**src/rtl/pixel_write_queue_pkg.sv**
```systemverilog
// Shared types for the pixel write queue: coordinate/colour/address widths,
// screen defaults, FSM encoding and the constant-multiplier address helper.
package pixel_write_queue_pkg;

  localparam int SCREEN_W_DEF = 320;
  localparam int SCREEN_H_DEF = 240;
  localparam int X_W          = 9;
  localparam int Y_W          = 8;
  localparam int COLOR_W      = 12;
  localparam int ADDR_W       = 17;
  localparam int DROP_W       = 16;

  typedef logic [X_W-1:0]     x_t;
  typedef logic [Y_W-1:0]     y_t;
  typedef logic [COLOR_W-1:0] color_t;
  typedef logic [ADDR_W-1:0]  addr_t;

  typedef enum logic [1:0] {
    ST_RUN   = 2'd0,
    ST_DRAIN = 2'd1,
    ST_DONE  = 2'd2
  } state_t;

  // y*width + x as a sum of shifted copies of y; width is a constant at every
  // call site, so this folds into a fixed adder tree with no multiplier.
  function automatic addr_t pixel_addr(input y_t y, input x_t x, input int width);
    addr_t acc;
    acc = addr_t'(x);
    for (int i = 0; i < ADDR_W; i++) begin
      if (width[i]) acc = acc + (addr_t'(y) << i);
    end
    return acc;
  endfunction

endpackage

```
**src/rtl/pixel_write_queue_if.sv**
```systemverilog
// Pixel input, flush handshake and framebuffer write bus of the pixel write queue.
interface pixel_write_queue_if;
  import pixel_write_queue_pkg::*;

  x_t                X_in;
  y_t                Y_in;
  color_t            Color_in;
  logic              writeEn;
  logic              in_ready;
  logic              flush;
  logic              flush_done;
  addr_t             mem_addr;
  color_t            mem_data;
  logic              mem_valid;
  logic              mem_ready;
  logic [DROP_W-1:0] drop_count;

  modport slave (
    input  X_in, Y_in, Color_in, writeEn, flush, mem_ready,
    output in_ready, flush_done, mem_addr, mem_data, mem_valid, drop_count
  );

  modport master (
    output X_in, Y_in, Color_in, writeEn, flush, mem_ready,
    input  in_ready, flush_done, mem_addr, mem_data, mem_valid, drop_count
  );

endinterface

```
**src/rtl/pixel_fifo.sv**
```systemverilog
// Show-ahead FIFO: head entry is always visible on data_o; pointers wrap
// modulo DEPTH (power of two) and count_o carries log2(DEPTH)+1 bits.
module pixel_fifo #(
  parameter int DEPTH = 8,
  parameter int WIDTH = 29
) (
  input  logic                     clk,
  input  logic                     reset,
  input  logic                     push_i,
  input  logic [WIDTH-1:0]         data_i,
  input  logic                     pop_i,
  output logic [WIDTH-1:0]         data_o,
  output logic [$clog2(DEPTH):0]   count_o,
  output logic                     empty_o
);

  localparam int PTR_W = $clog2(DEPTH);
  localparam logic [PTR_W:0] FULL_CNT = (PTR_W+1)'(DEPTH);

  logic [WIDTH-1:0] mem_q [DEPTH];
  logic [PTR_W-1:0] wr_ptr_q, wr_ptr_d;
  logic [PTR_W-1:0] rd_ptr_q, rd_ptr_d;
  logic [PTR_W:0]   count_q, count_d;
  logic             do_push, do_pop;

  // A push into a full FIFO is legal only when the head leaves in the same cycle.
  assign do_pop  = pop_i && (count_q != '0);
  assign do_push = push_i && ((count_q != FULL_CNT) || do_pop);

  always_comb begin
    wr_ptr_d = wr_ptr_q;
    rd_ptr_d = rd_ptr_q;
    count_d  = count_q;
    if (do_push) wr_ptr_d = wr_ptr_q + 1'b1;
    if (do_pop)  rd_ptr_d = rd_ptr_q + 1'b1;
    case ({do_push, do_pop})
      2'b10:   count_d = count_q + 1'b1;
      2'b01:   count_d = count_q - 1'b1;
      default: count_d = count_q;
    endcase
  end

  always_ff @(posedge clk) begin
    if (reset) begin
      wr_ptr_q <= '0;
      rd_ptr_q <= '0;
      count_q  <= '0;
    end else begin
      wr_ptr_q <= wr_ptr_d;
      rd_ptr_q <= rd_ptr_d;
      count_q  <= count_d;
    end
  end

  always_ff @(posedge clk) begin
    if (do_push) mem_q[wr_ptr_q] <= data_i;
  end

  assign data_o  = mem_q[rd_ptr_q];
  assign count_o = count_q;
  assign empty_o = (count_q == '0);

endmodule

```
**src/rtl/pixel_write_queue.sv**
```systemverilog
// Pixel write queue: address stage + FIFO + RUN/DRAIN/DONE flush FSM.
// Optional PIXEL_TRANSPARENT_DROP_EN drops colour 12'h000 as transparent.
module pixel_write_queue
  import pixel_write_queue_pkg::*;
#(
  parameter int DEPTH    = 8,
  parameter int SCREEN_W = SCREEN_W_DEF,
  parameter int SCREEN_H = SCREEN_H_DEF
) (
  input logic               clk,
  input logic               reset,
  pixel_write_queue_if.slave bus
);

  localparam int CNT_W   = $clog2(DEPTH) + 1;
  localparam int ENTRY_W = ADDR_W + COLOR_W;
  localparam logic [CNT_W:0] DEPTH_V = (CNT_W+1)'(DEPTH);

  state_t             state_q, state_d;
  logic               stage_valid_q, stage_keep_q;
  addr_t              stage_addr_q;
  color_t             stage_color_q;
  logic [DROP_W-1:0]  drop_count_q, drop_count_d;

  logic [CNT_W-1:0]   fifo_count;
  logic               fifo_empty;
  logic [ENTRY_W-1:0] fifo_head;
  logic [CNT_W:0]     occupancy;
  logic               in_range, keep, accept, push, pop, fifo_drained;

  assign in_range = (int'(bus.X_in) < SCREEN_W) && (int'(bus.Y_in) < SCREEN_H);
`ifdef PIXEL_TRANSPARENT_DROP_EN
  assign keep = in_range && (bus.Color_in != '0);
`else
  assign keep = in_range;
`endif

  // The stage slot is reserved in the budget so its push can never overflow.
  assign occupancy    = (CNT_W+1)'(fifo_count) + (CNT_W+1)'(stage_valid_q);
  assign bus.in_ready = (state_q == ST_RUN) && !reset && (occupancy < DEPTH_V);
  assign accept       = bus.writeEn && bus.in_ready;
  assign push         = stage_valid_q && stage_keep_q;

  assign bus.mem_valid  = !fifo_empty && !reset;
  assign pop            = bus.mem_valid && bus.mem_ready;
  assign {bus.mem_addr, bus.mem_data} = fifo_head;
  assign bus.flush_done = (state_q == ST_DONE);
  assign bus.drop_count = drop_count_q;

  // Empty once this cycle's pop (if any) retires the last entry.
  assign fifo_drained = (fifo_count == '0) || ((fifo_count == CNT_W'(1)) && pop);

  always_comb begin
    state_d = state_q;
    case (state_q)
      ST_RUN:   if (bus.flush) state_d = ST_DRAIN;
      ST_DRAIN: if (!stage_valid_q && fifo_drained) state_d = ST_DONE;
      ST_DONE:  state_d = ST_RUN;
      default:  state_d = ST_RUN;
    endcase
  end

  always_comb begin
    drop_count_d = drop_count_q;
    if (stage_valid_q && !stage_keep_q && (drop_count_q != '1))
      drop_count_d = drop_count_q + 1'b1;
  end

  always_ff @(posedge clk) begin
    if (reset) begin
      state_q       <= ST_RUN;
      stage_valid_q <= 1'b0;
      stage_keep_q  <= 1'b0;
      drop_count_q  <= '0;
    end else begin
      state_q       <= state_d;
      stage_valid_q <= accept;
      stage_keep_q  <= keep;
      drop_count_q  <= drop_count_d;
    end
  end

  always_ff @(posedge clk) begin
    if (accept) begin
      stage_addr_q  <= pixel_addr(bus.Y_in, bus.X_in, SCREEN_W);
      stage_color_q <= bus.Color_in;
    end
  end

  pixel_fifo #(
    .DEPTH (DEPTH),
    .WIDTH (ENTRY_W)
  ) u_fifo (
    .clk     (clk),
    .reset   (reset),
    .push_i  (push),
    .data_i  ({stage_addr_q, stage_color_q}),
    .pop_i   (pop),
    .data_o  (fifo_head),
    .count_o (fifo_count),
    .empty_o (fifo_empty)
  );

endmodule
```
**src/flat_wrapper.sv**
```systemverilog
// flat-port wrapper written by rule: the top's interface ports become plain ports
module pixel_write_queue_flat import pixel_write_queue_pkg::*;
#(
  parameter int DEPTH    = 8,
  parameter int SCREEN_W = SCREEN_W_DEF,
  parameter int SCREEN_H = SCREEN_H_DEF
)
  (clk, reset, bus_X_in, bus_Y_in, bus_Color_in, bus_writeEn, bus_flush, bus_mem_ready, bus_in_ready, bus_flush_done, bus_mem_addr, bus_mem_data, bus_mem_valid, bus_drop_count);
  pixel_write_queue_if bus_i ();
  input logic clk;
  input logic reset;
  input wire logic [$bits(bus_i.X_in)-1:0] bus_X_in;
  input wire logic [$bits(bus_i.Y_in)-1:0] bus_Y_in;
  input wire logic [$bits(bus_i.Color_in)-1:0] bus_Color_in;
  input wire logic [$bits(bus_i.writeEn)-1:0] bus_writeEn;
  input wire logic [$bits(bus_i.flush)-1:0] bus_flush;
  input wire logic [$bits(bus_i.mem_ready)-1:0] bus_mem_ready;
  output wire logic [$bits(bus_i.in_ready)-1:0] bus_in_ready;
  output wire logic [$bits(bus_i.flush_done)-1:0] bus_flush_done;
  output wire logic [$bits(bus_i.mem_addr)-1:0] bus_mem_addr;
  output wire logic [$bits(bus_i.mem_data)-1:0] bus_mem_data;
  output wire logic [$bits(bus_i.mem_valid)-1:0] bus_mem_valid;
  output wire logic [$bits(bus_i.drop_count)-1:0] bus_drop_count;
  assign bus_i.X_in = bus_X_in;
  assign bus_i.Y_in = bus_Y_in;
  assign bus_i.Color_in = bus_Color_in;
  assign bus_i.writeEn = bus_writeEn;
  assign bus_i.flush = bus_flush;
  assign bus_i.mem_ready = bus_mem_ready;
  assign bus_in_ready = bus_i.in_ready;
  assign bus_flush_done = bus_i.flush_done;
  assign bus_mem_addr = bus_i.mem_addr;
  assign bus_mem_data = bus_i.mem_data;
  assign bus_mem_valid = bus_i.mem_valid;
  assign bus_drop_count = bus_i.drop_count;
  pixel_write_queue #(.DEPTH(DEPTH), .SCREEN_W(SCREEN_W), .SCREEN_H(SCREEN_H)) u_core (.clk(clk), .reset(reset), .bus(bus_i));
endmodule
```
**config.mk**
```make
export PLATFORM = sky130hd
export DESIGN_NAME = pixel_write_queue_flat
export DESIGN_NICKNAME = d
export VERILOG_FILES = /design/src/rtl/pixel_write_queue_pkg.sv /design/src/rtl/pixel_write_queue_if.sv /design/src/rtl/pixel_fifo.sv /design/src/rtl/pixel_write_queue.sv /design/src/flat_wrapper.sv
export SDC_FILE = /design/constraint.sdc
export NUM_CORES = 1
export LEC_CHECK = 0
export BUFFER_PORTS_ARGS = -buffer_cell sky130_fd_sc_hd__buf_2
export CORE_UTILIZATION = 45
export DETAILED_ROUTE_END_ITERATION = 16
export HOLD_SLACK_MARGIN = 0.06
export MAX_ROUTING_LAYER = met4
export PLACE_DENSITY = 0.65
export SLEW_MARGIN = 20
export SYNTH_ARGS = -nofsm -noshare
export SYNTH_HDL_FRONTEND = slang
export SYNTH_SLANG_ARGS = --single-unit
```
**constraint.sdc**
```tcl
create_clock -name clk -period 8.3 [get_ports clk]
set_input_delay 0.83 -clock clk [delete_from_list [all_inputs] [get_ports clk]]
set_output_delay 0.83 -clock clk [all_outputs]
set_load 0.01 [all_outputs]
```
After elaboration in Yosys (flattened, before gate mapping):

Memories as Yosys holds them, arrays and structs flattened. A register that Yosys moved wholly into a read port is not among the register bits.
Cells that the tools add are included.

* output and inout bits: 48
* latch bits: 0
* input bits: 34
* RAM bits: 232
* register bits after elaboration: 59
* memory bits (read-only): 0
* memories kept: 1
* word-level logic and storage cells: 63

Memory list
* u_core.u_fifo.mem_q: words 8, width 29, read ports 1, clocked after Yosys merged registers in 1, wr ports 1, line pixel_fifo.sv:20 `logic [WIDTH-1:0] mem_q [DEPTH];`

* reduce and logical (&&, ||, !) cells: 24
* shift operators: 0
* mux-type cells: 9
* bitwise operators: 0
* magnitude comparators: 3
* multiply operators: 0
* add/sub/neg operators: 8
* eq/ne operators: 9
* div/mod/pow operators: 0

Operator list (count)
* 17-bit by 16-bit adder with 17-bit output: 1
* 17-bit 2-to-1 mux: 1
* 16-bit by 1-bit adder with 16-bit output, second input constant: 1
* 16-bit inequality test, second input constant: 1
* 9-bit by 14-bit adder with 15-bit output: 1
* 1-bit logical AND: 13
* 9-bit less-than comparator, second input constant: 1
* 8-bit less-than comparator, second input constant: 1
* 4-bit case mux with 2 select lines: 1
* 3-bit by 1-bit adder with 3-bit output, second input constant: 2
* 3-bit 2-to-1 mux: 2
* 4-bit by 1-bit adder with 5-bit output: 1
* 5-bit by 4-bit less-than comparator with 1-bit output, second input constant: 1
* 4-bit by 1-bit adder with 4-bit output, second input constant: 1
* 2-bit by 1-bit == test with 1-bit output, second input constant: 2
* 2-bit == test, second input constant: 2
* 4-bit by 1-bit == test with 1-bit output, second input constant: 1
* 1-bit zero test: 4
* 4-bit zero test: 1
* 2-bit 2-to-1 mux: 2
* 4-bit inequality test, second input constant: 1
* 2-bit case mux with 2 select lines: 1
* 4-bit nonzero test: 1
* 4-bit by 1-bit subtractor with 4-bit output, second input constant: 1
* 7 further kinds: 9

Longest topological paths before layout:

* depth in word-level cells: 9
* gate-level depth with buffers: 11
* depth with buffers taken out: 11

Cells and area by module:

Synthesis repeated with hierarchy kept, for this count alone.

* cell total of the unflattened synthesis: 613
* area total of the unflattened synthesis: 11868.9 um^2

Modules (own cells, without submodules)
* pixel_fifo: area an instance 9530.4 um^2, sequential area each 7226.9 um^2, instances 1, cells each 406
* pixel_write_queue: area an instance 2338.5 um^2, sequential area each 1271.2 um^2, instances 1, cells each 207

Worst setup path before layout:

Ideal clock, no wire load.

* path kind: input-to-reg
* start point: input port reset
* end point: memory u_core.u_fifo.mem_q[0][0], enable pin
* stages: 4
* required time: 7812 ps
* arrival time: 4149 ps
* library setup time: 488 ps
* setup slack: 3663 ps
* path buffers: 1
* path through: clkbuf_2 nor2b_1 o21ai_1 nor4_1

* word-level cells in the longest chain between the ends: 8

Ends and longest elaborated chain
* start, declared: line flat_wrapper.sv:11 `input logic reset;`
* 1-bit zero test: line pixel_write_queue.sv:44 `assign bus.mem_valid = !fifo_empty && !reset;`
* 1-bit logical AND: line pixel_write_queue.sv:44
* 1-bit logical AND: line pixel_write_queue.sv:45 `assign pop = bus.mem_valid && bus.mem_ready;`
* 1-bit logical AND: line pixel_fifo.sv:27 `assign do_pop = pop_i && (count_q != '0);`
* 1-bit logical OR: line pixel_fifo.sv:28 `assign do_push = push_i && ((count_q != FULL_CNT) || do_pop);`
* 1-bit logical AND: line pixel_fifo.sv:28
* 1-bit 2-to-1 mux: line pixel_fifo.sv:56 `if (do_push) mem_q[wr_ptr_q] <= data_i;`
* 1-bit 2-to-1 mux (not written as such): line pixel_fifo.sv:56
* end, declared: line pixel_fifo.sv:20

Every way passes these cells.

==> results.yml <==
finish:
  layout.nets: 770
  diodes: 0
  fillCellCount: 2103
  layout_common_cells: "edfxtp_1, buf_2, mux4_2"
  syn_to_final_growth_pct: 14.1
  final_util_pct: 52.4
  final_common_cell: "edfxtp_1"
  drive_gt1_share_pct: 33.3
critical_path:
  crit_family: "multiplexers"
  crit_buf_inv: 2
  r2r_slack_ps: 5480
  worstReg2RegStart: "u_core.u_fifo.count_o[0]"
  endpoint_kind: "primary output"
  cpMaxStageDelayCell: "dfxtp_4"
  regToRegEndpoint: "u_core.u_fifo.mem_q[5][25]"
  path_class: "flop to primary output"
  required_ps: 7470
  critical_path_arrival_ps: 2970
  endpoint: "bus_mem_data[0]"
  worstPathCellList: "buf_4 -> mux4_2 -> mux2_2 -> buf_2"
  cpPeakStageDelay_ps: 740
  cp.depth: 4
  cp_max_fo: 30
  reg2regPathDepth: 6
  startpoint_type: "flop"
synthesis:
  synthFlopType: "edfxtp_1"
  syn_inst: 619
  postSynthAreaPerCell_um2: 19.3
  syn_area_um2: 11900
  ys_warn_count: 0
  synth-edff-count: 261
  async_flop_share_pct: 0
  ys_types: 60
  yosysSeqAreaShare_pct: 71.3
  postSynthNetCount: 673
  ys_seq_elements: 294
routing:
  drt-total-wl_mm: 21.6
  num_vias: 5869
  ant_nets: 0
  viasPerCell: 5.47
  drc: 0
  first_iter_violations: 427
  wire_per_inst_um: 20.2
  drt-pass1-iter-count: 4
run:
  cap_violations: 0
floorplan:
  initial_utilization_pct: 45.9
  die_y_um: 165
  pin_count: 82
  rows: 59
  dieArea_um2: 27100
  core_um2: 26000
  dieWidth_um: 165
status:
  status: "finished, final reports clean"
timing:
  skew_ps: 19.3
  rsz0062_at_grt: "false"
  slew_headroom_pct: 32.3
  min_period_ps: 3800
  fin_crit_sh_pct: 45.8
  tns_ps: 0
  slew_violations: 0
  max_freq_mhz: 263
  worst_slew_pin_slew_ps: 1010
  setup_viol: 0
  hold_viol_final: 0
power:
  p_sw_uw: 670
  power_frac_comb_pct: 6.6
  p_leak_uw: 0.00458
  vdd_drop_max_uv: 194
  seqPwrFrac_pct: 54.1
  p_int_uw: 2450
  powerDensity_nw_per_um2: 229
  switching_share_pct: 21.5
  clockPowerShare_pct: 39.4
grt:
  antenna_found_initial: 0
  grt_util_all_layers_pct: 17.0
  grt_max_degree: 59
  grt_pass1_wl_mm: 33.8
  first_global_vias: 6165
  grt-ovfl-total: 0
clock_tree:
  clock-root-buffer: "clkbuf_16"
  tritoncts: "built"
  cts_hold_buf: 0
  clock-sinks: 294
  h-tree-depth: 1
  cts_setup_buffers: 0
  cts.clk_slew.worst_paths_ps: 60
  cts_resized: 0
  clk_latency_ps: 550
  cts_buffers: 29
  cts.path.max_buffers: 3
hold_path:
  hold_path_class: "primary input to flop"
placement:
  portBuffers: 81
  gp_congestion: 0.798
  hpwl_mm: 12.3
[how the worst min path moves through the flow]
stage	from	endpoint	cells after the start
after detailed placement	u_core.state_q[1]	u_core.state_q[1]	1
after global routing	bus_Color_in[11]	u_core.stage_color_q[11]	1
after global placement	u_core.state_q[1]	u_core.state_q[0]	1
after CTS	bus_Color_in[10]	u_core.stage_color_q[10]	1
final	bus_X_in[2]	u_core.stage_addr_q[2]	1
after floorplan	u_core.state_q[1]	u_core.state_q[1]	1
[metal layers]
layer | GRT usage (%) | share of wire [%] | routed length [µm]
met5 | - | 0 | 0
met4 | 4.38 | 1.7 | 378
met3 | 2.49 | 4.8 | 1050
met2 | 28.6 | 50 | 10800
met1 | 21.9 | 43 | 9370
[cells in the mapped netlist, types with 4 or more instances]
cell | instances | area share [%]
nand2_1 | 15 | 0.47
mux4_2 | 58 | 11
mux2_2 | 14 | 1.3
inv_1 | 6 | 0.19
nand4_1 | 5 | 0.26
mux2_4 | 21 | 2.6
nor3_1 | 10 | 0.42
nor2b_1 | 16 | 0.84
o21ai_0 | 4 | 0.17
xor2_1 | 7 | 0.51
dfxtp_1 | 33 | 5.5
xnor2_1 | 9 | 0.66
clkbuf_1 | 9 | 0.28
ha_1 | 18 | 1.9
buf_2 | 8 | 0.34
nor2_1 | 31 | 0.98
mux2_1 | 6 | 0.57
edfxtp_1 | 261 | 66
and2_1 | 5 | 0.26
nand3_1 | 5 | 0.21
nor4_1 | 5 | 0.26
a21oi_1 | 15 | 0.63
[stage by stage]
step                      hold WS, ps  setup slack [ps]  instance area, µm²  total power, µW  std cells
after floorplan                   428              3660               11900             1860        619
after global placement            454              4940               12700             1920       1020
after detailed placement          459              4820               12700             1930       1020
after CTS                         430              4370               13600             3150       1073
after global routing              434              4270               13600             3230       1073
final                             451              4500               13600             3120       1073
[cell families after synthesis]
group | Yosys count | share of synthesized area, %
compound gates | 41 | 2.27
xor+xnor | 16 | 1.18
fa+ha+maj | 20 | 2.23
buf+inv | 29 | 1.51
flops | 294 | 71.3
mux | 102 | 15.7
simple gates | 117 | 5.78
[worst register-to-register path: stages, from the launching register on]
cell      delay (ps)
dfxtp_1          450
inv_1             70
ha_1             260
nand3b_1         150
o21ai_1          220
or2_2            460
nor2_4           810
[state kept, by name, indices dropped and copies added, names as in the netlist, named ones only]
signal	count
u_core.u_fifo.rd_ptr_q	3
u_core.u_fifo.wr_ptr_q	3
u_core.stage_keep_q	1
u_core.stage_color_q	12
u_core.u_fifo.count_o	4
u_core.u_fifo.mem_q	232
u_core.stage_addr_q	17
u_core.state_q	2
u_core.bus.drop_count	16
u_core.stage_valid_q	1
[power by group through the flow]
| stage | Clock, µW | Sequential (µW) | Combinational [µW] |
|---|---|---|---|
| detailed placement | 0 | 1720 | 208 |
| floorplan | 0 | 1700 | 166 |
| CTS | 1250 | 1690 | 210 |
| global placement | 0 | 1720 | 203 |
| global route | 1310 | 1690 | 226 |
| finish | 1230 | 1690 | 205 |
[final cells by class]
cell class	instances	area, µm²	area share (%)
Timing Repair Buffer	89	465	3.42
Clock buffer	40	787	5.78
Clock inverter	13	113	0.828
Tap cell	335	419	3.08
Multi-Input combinational cell	296	3290	24.2
Inverter	6	22.5	0.166
Sequential cell	294	8510	62.5
(Power assumes the default switching activity.)
